File: src/rtl/i2c_ahb_txn_arbiter_pkg.sv
// Shared constants for the I2C-to-AHB bridge engine and its transaction arbiter.
package i2c_ahb_pkg;

   // 7-bit I2C address of the bridge slave
   localparam logic [6:0] SLAVE_DEVICE_ADDR = 7'h66;

   // Bridge register offsets used by the engine
   localparam logic [7:0] REG_WADDR = 8'h00;
   localparam logic [7:0] REG_RADDR = 8'h08;
   localparam logic [7:0] REG_RDATA = 8'h0C;

   // Arbiter state encoding
   localparam logic [1:0] ST_IDLE  = 2'd0;
   localparam logic [1:0] ST_START = 2'd1;
   localparam logic [1:0] ST_WAIT  = 2'd2;
   localparam logic [1:0] ST_RESP  = 2'd3;

   typedef enum logic [1:0] {
      S_IDLE  = ST_IDLE,
      S_START = ST_START,
      S_WAIT  = ST_WAIT,
      S_RESP  = ST_RESP
   } arb_state_e;

endpackage

File: src/rtl/i2c_ahb_txn_arbiter_rr_pick.sv
// Combinational round-robin picker: first set request at or after ptr, wrapping.
module i2c_rr_pick
   import i2c_ahb_pkg::*;
#(
   parameter int NREQ  = 2,
   parameter int IDX_W = 1
) (
   input  logic [NREQ-1:0]  req_i,
   input  logic [IDX_W-1:0] ptr_i,
   output logic [NREQ-1:0]  onehot_o,
   output logic [IDX_W-1:0] idx_o,
   output logic             any_o
);

   int               kk;
   logic [IDX_W-1:0] k_idx;

   // Scan from the farthest candidate back to ptr so the nearest valid wins.
   always_comb begin
      kk       = 0;
      k_idx    = '0;
      idx_o    = '0;
      onehot_o = '0;
      any_o    = |req_i;
      for (int i = NREQ - 1; i >= 0; i--) begin
         kk    = (int'(ptr_i) + i) % NREQ;
         k_idx = kk[IDX_W-1:0];
         if (req_i[k_idx]) idx_o = k_idx;
      end
      onehot_o[idx_o] = any_o;
   end

endmodule

File: src/rtl/i2c_ahb_txn_arbiter.sv
// Shares one I2C-to-AHB bridge engine among NREQ requesters, one transaction at a time.
module i2c_ahb_txn_arbiter
   import i2c_ahb_pkg::*;
#(
   parameter int          NREQ    = 2,
   parameter int          TMO_W   = 20,
   parameter int unsigned TMO_CYC = 32'hFFFFF
) (
   input  logic              clk_i,
   input  logic              rst_ni,
   input  logic [NREQ-1:0]   req_valid_i,
   output logic [NREQ-1:0]   req_ready_o,
   input  logic [NREQ-1:0]   req_we_i,
   input  logic [32*NREQ-1:0] req_addr_i,
   input  logic [32*NREQ-1:0] req_wdata_i,
   output logic [NREQ-1:0]   rsp_valid_o,
   output logic [31:0]       rsp_rdata_o,
   output logic              rsp_err_o,
   output logic              eng_start_o,
   output logic              eng_we_o,
   output logic [31:0]       eng_addr_o,
   output logic [31:0]       eng_wdata_o,
   input  logic              eng_done_i,
   input  logic              eng_nack_i,
   input  logic [31:0]       eng_rdata_i,
   output logic              busy_o
);

   localparam int               IDX_W    = $clog2(NREQ);
   localparam logic [TMO_W-1:0] TMO_LAST = TMO_W'(TMO_CYC - 1);

   arb_state_e       state_q, state_d;
   logic [IDX_W-1:0] rr_ptr_q, rr_ptr_d, id_q, id_d;
   logic             we_q, we_d, err_q, err_d;
   logic [31:0]      addr_q, addr_d, wdata_q, wdata_d, rdata_q, rdata_d;
   logic [TMO_W-1:0] timer_q, timer_d;

   logic [NREQ-1:0]  pick_oh;
   logic [IDX_W-1:0] pick_idx;
   logic             pick_any;

   i2c_rr_pick #(.NREQ(NREQ), .IDX_W(IDX_W)) u_pick (
      .req_i    (req_valid_i),
      .ptr_i    (rr_ptr_q),
      .onehot_o (pick_oh),
      .idx_o    (pick_idx),
      .any_o    (pick_any)
   );

   // State and latched operand registers.
   always_ff @(posedge clk_i or negedge rst_ni) begin
      if (!rst_ni) begin
         state_q  <= S_IDLE;
         rr_ptr_q <= '0;
         id_q     <= '0;
         we_q     <= 1'b0;
         addr_q   <= '0;
         wdata_q  <= '0;
         rdata_q  <= '0;
         err_q    <= 1'b0;
         timer_q  <= '0;
      end else begin
         state_q  <= state_d;
         rr_ptr_q <= rr_ptr_d;
         id_q     <= id_d;
         we_q     <= we_d;
         addr_q   <= addr_d;
         wdata_q  <= wdata_d;
         rdata_q  <= rdata_d;
         err_q    <= err_d;
         timer_q  <= timer_d;
      end
   end

   // Next-state logic; a done pulse arriving outside WAIT falls through untouched.
   always_comb begin
      state_d  = state_q;
      rr_ptr_d = rr_ptr_q;
      id_d     = id_q;
      we_d     = we_q;
      addr_d   = addr_q;
      wdata_d  = wdata_q;
      rdata_d  = rdata_q;
      err_d    = err_q;
      timer_d  = timer_q;
      case (state_q)
         S_IDLE: if (pick_any) begin
            id_d    = pick_idx;
            we_d    = req_we_i[pick_idx];
            addr_d  = req_addr_i[32*int'(pick_idx) +: 32];
            wdata_d = req_wdata_i[32*int'(pick_idx) +: 32];
            state_d = S_START;
         end
         S_START: begin
            timer_d = '0;
            state_d = S_WAIT;
         end
         S_WAIT: begin
            if (timer_q != {TMO_W{1'b1}}) timer_d = timer_q + TMO_W'(1);
            if (eng_done_i) begin
               rdata_d = we_q ? 32'h0 : eng_rdata_i;
               err_d   = eng_nack_i;
               state_d = S_RESP;
            end else if (timer_q == TMO_LAST) begin
               rdata_d = 32'h0;
               err_d   = 1'b1;
               state_d = S_RESP;
            end
         end
         S_RESP: begin
            rr_ptr_d = (id_q == IDX_W'(NREQ - 1)) ? '0 : id_q + IDX_W'(1);
            state_d  = S_IDLE;
         end
         default: state_d = S_IDLE;
      endcase
   end

   // Handshake and completion strobes decoded from state.
   always_comb begin
      req_ready_o = (state_q == S_IDLE) ? pick_oh : '0;
      rsp_valid_o = '0;
      if (state_q == S_RESP) rsp_valid_o[id_q] = 1'b1;
   end

   assign eng_start_o = (state_q == S_START);
   assign busy_o      = (state_q != S_IDLE);
   assign eng_we_o    = we_q;
   assign eng_addr_o  = addr_q;
   assign eng_wdata_o = wdata_q;
   assign rsp_rdata_o = rdata_q;
   assign rsp_err_o   = err_q;

endmodule

File: config.mk
export PLATFORM = sky130hd
export DESIGN_NAME = i2c_ahb_txn_arbiter
export DESIGN_NICKNAME = d
export VERILOG_FILES = /design/src/rtl/i2c_ahb_txn_arbiter_pkg.sv /design/src/rtl/i2c_ahb_txn_arbiter_rr_pick.sv /design/src/rtl/i2c_ahb_txn_arbiter.sv
export SDC_FILE = /design/constraint.sdc
export NUM_CORES = 1
export LEC_CHECK = 0
export ABC_AREA = 1
export CAP_MARGIN = 20
export CORE_MARGIN = 4
export CORE_UTILIZATION = 25
export CTS_CLUSTER_DIAMETER = 80
export CTS_CLUSTER_SIZE = 20
export DETAILED_ROUTE_END_ITERATION = 7
export HOLD_SLACK_MARGIN = 0.12
export PLACE_DENSITY = 0.55
export SYNTH_ARGS = -nofsm -noshare
export SYNTH_HDL_FRONTEND = slang
export SYNTH_SLANG_ARGS = --single-unit
File: constraint.sdc
create_clock -name clk_i -period 2.2 [get_ports clk_i]
set_input_delay 0.55 -clock clk_i [delete_from_list [all_inputs] [get_ports clk_i]]
set_output_delay 0.55 -clock clk_i [all_outputs]
set_load 0.02 [all_outputs]
### Yosys cells after proc, flatten, opt, wreduce, memory -nomap -nowiden

Index checks and enable logic that the tools add are counted.
W data, S select, Z words.

* bits in read-only memories: 0
* output and inout port bits: 104
* logic and storage cells: 66
* RAM bits: 0
* memories: 0
* input bits: 168
* register bits after elaboration: 122
* latch bits: 0

* bitwise operators: 1
* $lt $le $gt $ge: 6
* $mul: 0
* add/sub/neg operators: 3
* shift-type cells: 2
* multiplexer cells: 26
* reductions and logical operators: 11
* equal/unequal tests: 8
* divide/modulo/power cells: 0

Operators by type and width (count)
* $shiftx A64 B7 Y32: 2
* $mux W32: 3
* $pmux W20 S2: 1
* $add A20 B1 Y20 const B: 1
* $eq A20 B20 Y1 const B: 1
* $mux W20: 1
* $ne A20 B20 Y1 const B: 1
* $mux W1: 13
* $mux W2: 5
* $lt A1 B2 Y1 const B: 4
* $pmux W2 S4: 1
* $reduce_and A2 Y1: 4
* $reduce_bool A2 Y1: 3
* $eq A2 B2 Y1 const B: 2
* $ne A2 B2 Y1 const B: 2
* $ne A3 B3 Y1 const B: 1
* $add A1 B1 Y1 const B: 2
* $and A2 B2 Y2: 1
* $demux W1 S1: 2
* $eq A2 B1 Y1 const B: 1
* $ge A1 B1 Y1 const B: 2
* $logic_and A1 B1 Y1: 2
* $logic_not A2 Y1: 1
* $reduce_or A2 Y1: 1

### Logic depth before layout (Yosys ltp)

Gate-level depths: netlist of run 1.

* word-level depth: 11
* mapped depth: 13
* gate-level depth less buffers: 11

### By module

From an unflattened synthesis of run 1, not the netlist that was laid out.

* cells, all modules: 731
* area total of the unflattened synthesis: 5873.1 um2

Modules (own cells, without submodules)
* i2c_ahb_txn_arbiter: seq. area each 3052.9 um2, area each 5843.1 um2, cells each 724, times used 1
* i2c_rr_pick: seq. area each 0.0 um2, area each 30.0 um2, cells each 7, times used 1

### Least setup slack after synthesis of run 1

No wires, ideal clock.

* kind: register to output
* start: register state_q[0]
* end: output req_ready_o[0]
* buffers on the path: 1
* arrival: 1.451 ns
* path slack: 0.199 ns
* data required time: 1.650 ns
* stages on the path, launching flop included: 8
* path through: dfrtp_1 inv_1 ha_1 inv_1 nor2_1 nand2_1 inv_1 clkbuf_1

* cells in the longest elaborated chain, start to end: 2

Ends and longest elaborated chain
* from (decl): RTL line i2c_ahb_txn_arbiter.sv:32 `arb_state_e state_q, state_d;`
* from (signal assigned): RTL line i2c_ahb_txn_arbiter.sv:63 `state_q <= state_d;`
* $logic_not A2 Y1: RTL line i2c_ahb_txn_arbiter.sv:120 `req_ready_o = (state_q == S_IDLE) ? pick_oh : '0;`
* $mux W2: RTL line i2c_ahb_txn_arbiter.sv:120
* to (decl): RTL line i2c_ahb_txn_arbiter.sv:12 `output logic [NREQ-1:0] req_ready_o,`

Every way passes these cells.

### Worst setup path in the final report of run 1

* start: input req_valid_i[0]
* end: output req_ready_o[1]

* cells in the longest elaborated chain, start to end: 10
* elaborated cells between the ends (all ways): 14
* classes of those cells: order compare (2); mux (9); bitwise (1); reduce/logical (2)

Ends and longest elaborated chain
* from (decl): RTL line i2c_ahb_txn_arbiter.sv:11 `input logic [NREQ-1:0] req_valid_i,`
* $mux W1 (implied by the code) (2 in a row): RTL line i2c_ahb_txn_arbiter_rr_pick.sv:28 `if (req_i[k_idx]) idx_o = k_idx;`
* $mux W1 (2 in a row): RTL line i2c_ahb_txn_arbiter_rr_pick.sv:28
* $lt A1 B2 Y1 (implied by the code) or $ge A1 B1 Y1 (tied branches): RTL line i2c_ahb_txn_arbiter_rr_pick.sv:30 `onehot_o[idx_o] = any_o;`
* $logic_and A1 B1 Y1 (implied by the code): RTL line i2c_ahb_txn_arbiter_rr_pick.sv:30
* $mux W1 (implied by the code): RTL line i2c_ahb_txn_arbiter_rr_pick.sv:30
* $demux W1 S1
* $and A2 B2 Y2 (no line) (*)
* $mux W2 (*): RTL line i2c_ahb_txn_arbiter.sv:120

Every way passes the cells marked *; elsewhere a longest branch is shown, timed or not. The select of a mux whose other input is x is not followed.

==> results of run 1 <==
-- layer usage --
layer | GRT usage [%] | up-vias | wire length [um]
li1 | - | 2970 | -
met1 | 19.4 | 2717 | 8810
met2 | 24.7 | 196 | 9420
met3 | 6.72 | 14 | 1850
met4 | 3.54 | 0 | 223
met5 | 0 | - | 0
-- final cells by class --
type / count / share of cell area, %
flip-flops and latches: 122 / 31.9
repair buffers: 294 / 30.5
multi-input cells: 544 / 26.1
clock buffers: 17 / 4.44
well taps: 319 / 4.17
inverters: 43 / 1.68
clock inverters: 13 / 1.27
-- worst max-delay path by stage --
stage | start | slack (ns) | end
after floorplan | state_q[0]$_DFFE_PN0P_ | 0.20 | req_ready_o[0]
after global placement | req_valid_i[0] | -0.32 | req_ready_o[1]
after detailed placement | req_valid_i[0] | -0.33 | req_ready_o[1]
after CTS | state_q[0]$_DFFE_PN0P_ | 0.006 | busy_o
after global routing | req_valid_i[0] | 0.007 | req_ready_o[1]
final | req_valid_i[0] | 0.09 | req_ready_o[1]
-- power by group through the flow --
stage / logic (W) / registers (W) / clock network, W
final: 0.00590 / 0.00360 / 0.00264
after floorplan: 0.00212 / 0.00458 / 0
after global placement: 0.00598 / 0.00362 / 0
after global routing: 0.00641 / 0.00373 / 0.00283
after detailed placement: 0.00601 / 0.00362 / 0
after CTS: 0.00599 / 0.00362 / 0.00272
-- worst reg2reg max path: stages (launching register included) --
cell     delay (ns)
dfrtp_1        0.37
inv_1          0.08
ha_2           0.20
inv_1          0.08
nor2_2         0.11
buf_4          0.40
inv_2          0.14
buf_12         0.20
a21oi_1        0.17
a21oi_1        0.08
-- cells by family after synthesis --
group | Yosys count | synth area share, %
flip-flops | 122 | 51.6
buffers and inverters | 83 | 6.26
AO/OA/AOI/OAI | 119 | 11.4
adder cells (fa/ha/maj) | 6 | 1.27
AND/OR/NAND/NOR | 417 | 29.1
XOR/XNOR | 2 | 0.296
-- flip-flops by register name, indices dropped and copies added (netlist names) --
name	count
eng_we_o	1
eng_wdata_o	32
rsp_err_o	1
state_q	2
rsp_rdata_o	32
rr_ptr_q	1
id_q	1
timer_q	20
eng_addr_o	32
-- synthesized netlist by cell type (2+ instances only) --
library cell	number
clkbuf_1	24
nand2_2	2
o21bai_1	2
clkbuf_8	2
o21ai_1	21
xor2_1	2
buf_2	4
buf_1	5
buf_6	4
inv_1	40
dfrtp_1	122
nand2_1	244
a21oi_1	68
o21ai_0	10
o21ai_2	16
nand3_1	98
clkinv_1	2
nand4_1	4
ha_1	6
nor2_1	65
-- repair_timing --
| item | in CTS | in global routing |
|---|---|---|
| hold buffers | 1 | 0 |
| pin swaps | 0 | 1 |
| setup endpoints to repair | 6 | 4 |
| gates resized for setup | 15 | 8 |
| hold endpoints to repair | 40 | 0 |
-- per-stage QoR --
| step | instance area (sq um) | power [W] | worst slack [ns] | instances | hold WS [ns] |
|---|---|---|---|---|---|
| after floorplan | 5910 | 0.00670 | 0.200 | 749 | 0.254 |
| after global placement | 9030 | 0.00960 | -0.321 | 1321 | 0.465 |
| after detailed placement | 9030 | 0.00963 | -0.331 | 1321 | 0.469 |
| after CTS | 9580 | 0.0123 | 0.00579 | 1352 | 0.484 |
| after global routing | 9580 | 0.0130 | 0.00741 | 1352 | 0.510 |
| final | 9580 | 0.0121 | 0.0878 | 1352 | 0.479 |
==> flow_summary.ini, run 1 <==
[grt]
grt_pass1_vias = 5891
overflow = 0
grt_usage_pct = 15.4
grt_pass1_wl_um = 32200
antenna_found_initial = 0
grt_max_degree = 47

[route]
remaining_drc_errors = 0
drtAntennaViolNets = 0
wl_per_cell_um = 15.0
via_per_inst = 4.36
vias = 5897
wl_um = 20300
first_pass_iters = 4
drtIter0Drc = 340

[sta]
layout_min_cycle_time_ns = 2.11
rsz0062_at_grt = no
worst_pin_slew_ns = 0.499
hold_viol_final = 0
finalClockSkew_ns = 0.00860
max-slew-margin-rel_pct = 66.7
fmax_ghz = 0.473
setup_tns_ns = 0
setup_viol = 0
period_share_pct = 96.0
slew_viol_final = 0

[floorplanning]
io_pins = 272
start_util_pct = 25.3
die_w_um = 162
dieHeight_um = 162
rows = 56
dieArea_sq_mm = 0.0262
coreArea_sq_mm = 0.0234

[hold_path]
hp-class = flop to flop
hp-start = rsp_rdata_o[29]$_DFFE_PN0P_
holdPathEnd = rsp_rdata_o[29]$_DFFE_PN0P_
min_path_cells = 2

[yosys]
synth_top_area_share_pct = 51.6
synthTopCellsByArea = dfrtp_1 (52%), nand2_1 (15%), nand3_1 (8.3%)
synth_warnings = 0
synth_ff_type = dfrtp_1
ys_seq_elements = 122
syn-mean-instance-area_sq_um = 7.89
synthDistinctLibCells = 28
synth_largest_area_cell = dfrtp_1
async_flop_share_pct = 100
synth_area_sq_mm = 0.00591
synth-seq-area-share_pct = 51.6
synth_cells = 749
synthesis.nets = 923
synth_edf_count = 0

[setup_path]
end_kind = primary output
critPathTopFamily = buffers and inverters
path_max_fanout = 3
crit_path_start_kind = primary input
worstPathRequired_ns = 1.65
criticalPathCategory = primary input to primary output
cp_data_arrival_time_ns = 1.56
slowest_delay_ns = 0.47
path_common_cell = nand2_2
cp.depth = 7
r2r_start = state_q[0]$_DFFE_PN0P_
path_cells = clkdlybuf4s50_1, nand2_1, nand2_2, clkinv_1, nand2_2, inv_1, buf_4
crit_slowest_cell = clkdlybuf4s50_1
worstPathBufferInverterCount = 4
r2r_setup_slack_ns = 0.24
worstRegToRegCells = 9
r2r_end = eng_wdata_o[0]$_DFFE_PN0P_

[cts]
cts_tree = done
root_buffer = clkbuf_16
htreeDepth = 4
clk_pin_slew_ns = 0.06
cts_buffer_depth = 2
cts.sink_count = 122
cts_buffers = 17
postCtsSetupRepairBufs = 0
insertion_delay_ns = 0.41

[finish]
fillers = 2443
final_common_cell = clkdlybuf4s50_1
area_delta_synth_final_pct = 62.1
final_util_pct = 40.9
layout_common_cells = clkdlybuf4s50_1 (264), nand2_1 (242), dfrtp_1 (122)
register_area_sq_mm = 0.00305
drive_gt1_share_pct = 8.13
multiInputGateArea_sq_mm = 0.00250
final_nets = 1196
antenna_cells = 0

[power_and_ir_drop]
swShare_pct = 40.4
p_leak_nw = 4.13
power_density_mw_per_mm2 = 1270
intPower_w = 0.00724
power_frac_comb_pct = 48.6
ir_drop_v = 0.000606
seqPwrFrac_pct = 29.6
power_switching_w = 0.00490
p_clk_share_pct = 21.7

[placed_design]
port_buffers = 271
place.gp.congestion = 0.809
dp_hpwl_um = 14800

[outcome]
status = completed

[job]
max_cap_violations = 0
Note: power is estimated with default switching activity, not from simulation.
==> inputs of run 2 (changes only) <==
--- a/config.mk
+++ b/config.mk
@@ -6,7 +6,7 @@
 export NUM_CORES = 1
 export LEC_CHECK = 0
 export ABC_AREA = 1
-export CAP_MARGIN = 20
+export CAP_MARGIN = 5
 export CORE_MARGIN = 4
 export CORE_UTILIZATION = 25
 export CTS_CLUSTER_DIAMETER = 80
==> results of run 2 <==
Same layout as run 1: the final DEF is identical, and so are final timing and power.
==> inputs of run 3 (changes only) <==
--- a/config.mk
+++ b/config.mk
@@ -8,12 +8,12 @@
 export ABC_AREA = 1
 export CAP_MARGIN = 5
 export CORE_MARGIN = 4
-export CORE_UTILIZATION = 25
+export CORE_UTILIZATION = 42
 export CTS_CLUSTER_DIAMETER = 80
 export CTS_CLUSTER_SIZE = 20
 export DETAILED_ROUTE_END_ITERATION = 7
 export HOLD_SLACK_MARGIN = 0.12
-export PLACE_DENSITY = 0.55
+export PLACE_DENSITY = 0.83
 export SYNTH_ARGS = -nofsm -noshare
 export SYNTH_HDL_FRONTEND = slang
 export SYNTH_SLANG_ARGS = --single-unit
==> run 3 against run 2 <==
  * Clock power is 3% higher
  * Power rose by 0.27%
  * Wire length shrank 8.0%
  * Largest power group unchanged
==> flow_summary.ini, run 3 (same netlist as run 1, synthesis figures left out) <==
[sta]
period_share_pct = 95.6
rsz0062_at_grt = no
finalClockSkew_ns = 0.00714
fmax_ghz = 0.476
setup_viol = 0
slew_viol_final = 0
layout_min_cycle_time_ns = 2.10
worst_pin_slew_ns = 0.472
hold_viol_final = 0
max-slew-margin-rel_pct = 68.5

[cts]
clk_pin_slew_ns = 0.05
cts.sink_count = 122
cts_tree = done
postCtsSetupRepairBufs = 0
insertion_delay_ns = 0.41
htreeDepth = 4
cts_buffers = 17
cts_buffer_depth = 2
root_buffer = clkbuf_16

[finish]
final_util_pct = 68.2
area_delta_synth_final_pct = 59.4
fillers = 1112
multiInputGateArea_sq_mm = 0.00249
layout_common_cells = clkdlybuf4s50_1 (264), nand2_1 (243), dfrtp_1 (122)
postLayoutCellArea_sq_mm = 0.00942
register_area_sq_mm = 0.00305
final_common_cell = clkdlybuf4s50_1
antenna_cells = 0
final_nets = 1196
finalNonFillerCells = 1215
drive_gt1_share_pct = 8.02

[power_and_ir_drop]
swShare_pct = 39.2
power_frac_comb_pct = 48.0
ir_drop_v = 0.000818
intPower_w = 0.00740
power_density_mw_per_mm2 = 1290
p_clk_share_pct = 22.4
seqPwrFrac_pct = 29.6
power_switching_w = 0.00477
p_leak_nw = 4.15

[setup_path]
path_max_fanout = 3
path_common_cell = nand2_1
end_kind = primary output
critPathTopFamily = buffers and inverters
worstPathBufferInverterCount = 4
crit_slowest_cell = clkdlybuf4s50_1
criticalPathCategory = primary input to primary output
worstPathRequired_ns = 1.65
cp_data_arrival_time_ns = 1.55
path_cells = clkdlybuf4s50_1, nand2_1, nand2_1, clkinv_1, nand2_2, inv_1, buf_2
crit_path_start_kind = primary input
slowest_delay_ns = 0.48

[grt]
overflow = 0
grt_pass1_wl_um = 29900
grt_max_degree = 67
antenna_found_initial = 0
grt_pass1_vias = 6052
grt_usage_pct = 23.3

[route]
first_pass_iters = 5
drtIter0Drc = 321
wl_per_cell_um = 15.4
remaining_drc_errors = 0
vias = 6005
via_per_inst = 4.94
wl_um = 18700
drtAntennaViolNets = 0

[floorplanning]
start_util_pct = 42.8
dieArea_sq_mm = 0.0160
io_pins = 272
die_w_um = 127
dieHeight_um = 127
rows = 43
coreArea_sq_mm = 0.0138

[placed_design]
port_buffers = 271
dp_hpwl_um = 13500
place.gp.congestion = 0.881
dp_cells = 1182
placed_area_sq_mm = 0.00886

[job]
max_cap_violations = 0

[hold_path]
hp-class = flop to flop

[outcome]
status = completed
==> run 3: cell types whose count changed in the layout (fill, tap and decap cells not counted), moves of 2 or more <==
cell      change
clkbuf_8      +2
clkinv_4      -2
inv_6         -3
clkinv_2      +3
==> run 3: area by class of cell <==
type	count	share of cell area, %
Tap cell	180	2.39
Clock inverter	12	1.30
Clock buffer	20	4.85
Multi-Input combinational cell	544	26.5
Sequential cell	122	32.4
Timing Repair Buffer	294	30.9
Inverter	43	1.71
==> run 3: final timing paths <==
check / startpoint / endpoint / slack (ns) / depth (start not counted)
min in group asynchronous: rst_ni / rsp_rdata_o[15]$_DFFE_PN0P_ / 0.63 / 2
max in group asynchronous: rst_ni / eng_addr_o[7]$_DFFE_PN0P_ / 0.97 / 3
min reg2reg: rsp_rdata_o[6]$_DFFE_PN0P_ / rsp_rdata_o[6]$_DFFE_PN0P_ / 0.49 / 2
max reg2reg: state_q[0]$_DFFE_PN0P_ / eng_wdata_o[17]$_DFFE_PN0P_ / 0.29 / 9
min: rsp_rdata_o[6]$_DFFE_PN0P_ / rsp_rdata_o[6]$_DFFE_PN0P_ / 0.49 / 2
max: req_valid_i[0] / req_ready_o[1] / 0.1 / 7
==> run 3: stage by stage <==
step / TNS (ns) / hold slack [ns] / total power [W] / setup slack, ns
floorplan: 0 / 0.254 / 0.00670 / 0.200
CTS: 0 / 0.491 / 0.0123 / 0.000760
global route: 0 / 0.504 / 0.0129 / 0.0143
detailed placement: -2.90 / 0.475 / 0.00952 / -0.319
finish: 0 / 0.487 / 0.0122 / 0.0975
global placement: -0.652 / 0.465 / 0.00942 / -0.286
==> run 3: power by group through the flow <==
stage,clock [W],combinational (W),sequential [W]
3_3_place_gp,0,0.00583,0.00359
4_1_cts,0.00278,0.00591,0.00360
5_1_grt,0.00287,0.00631,0.00372
3_5_place_dp,0,0.00591,0.00361
6_report,0.00272,0.00585,0.00360
2_1_floorplan,0,0.00212,0.00458
==> run 3: per-layer routing <==
layer	wire length [um]	track usage, %
met5	0	0
met4	511	9.53
met3	1610	8.46
met2	9150	38.9
met1	7410	27.2
==> run 3: repair_timing <==
item / CTS / global route
hold endpoints to repair: 32 / 0
setup endpoints to repair: 6 / 5
gates resized for setup: 12 / 8
hold buffers: 1 / 0
pin swaps: 0 / 1
==> run 3: worst reg2reg max path: cells and delay by family (launching register included) <==
family	cells	cell delay, ns
AOI/OAI and AO/OA	2	0.26
adders and majority gates	1	0.19
buffers and inverters	5	0.87
DFF	1	0.38
and+or+nand+nor	1	0.11
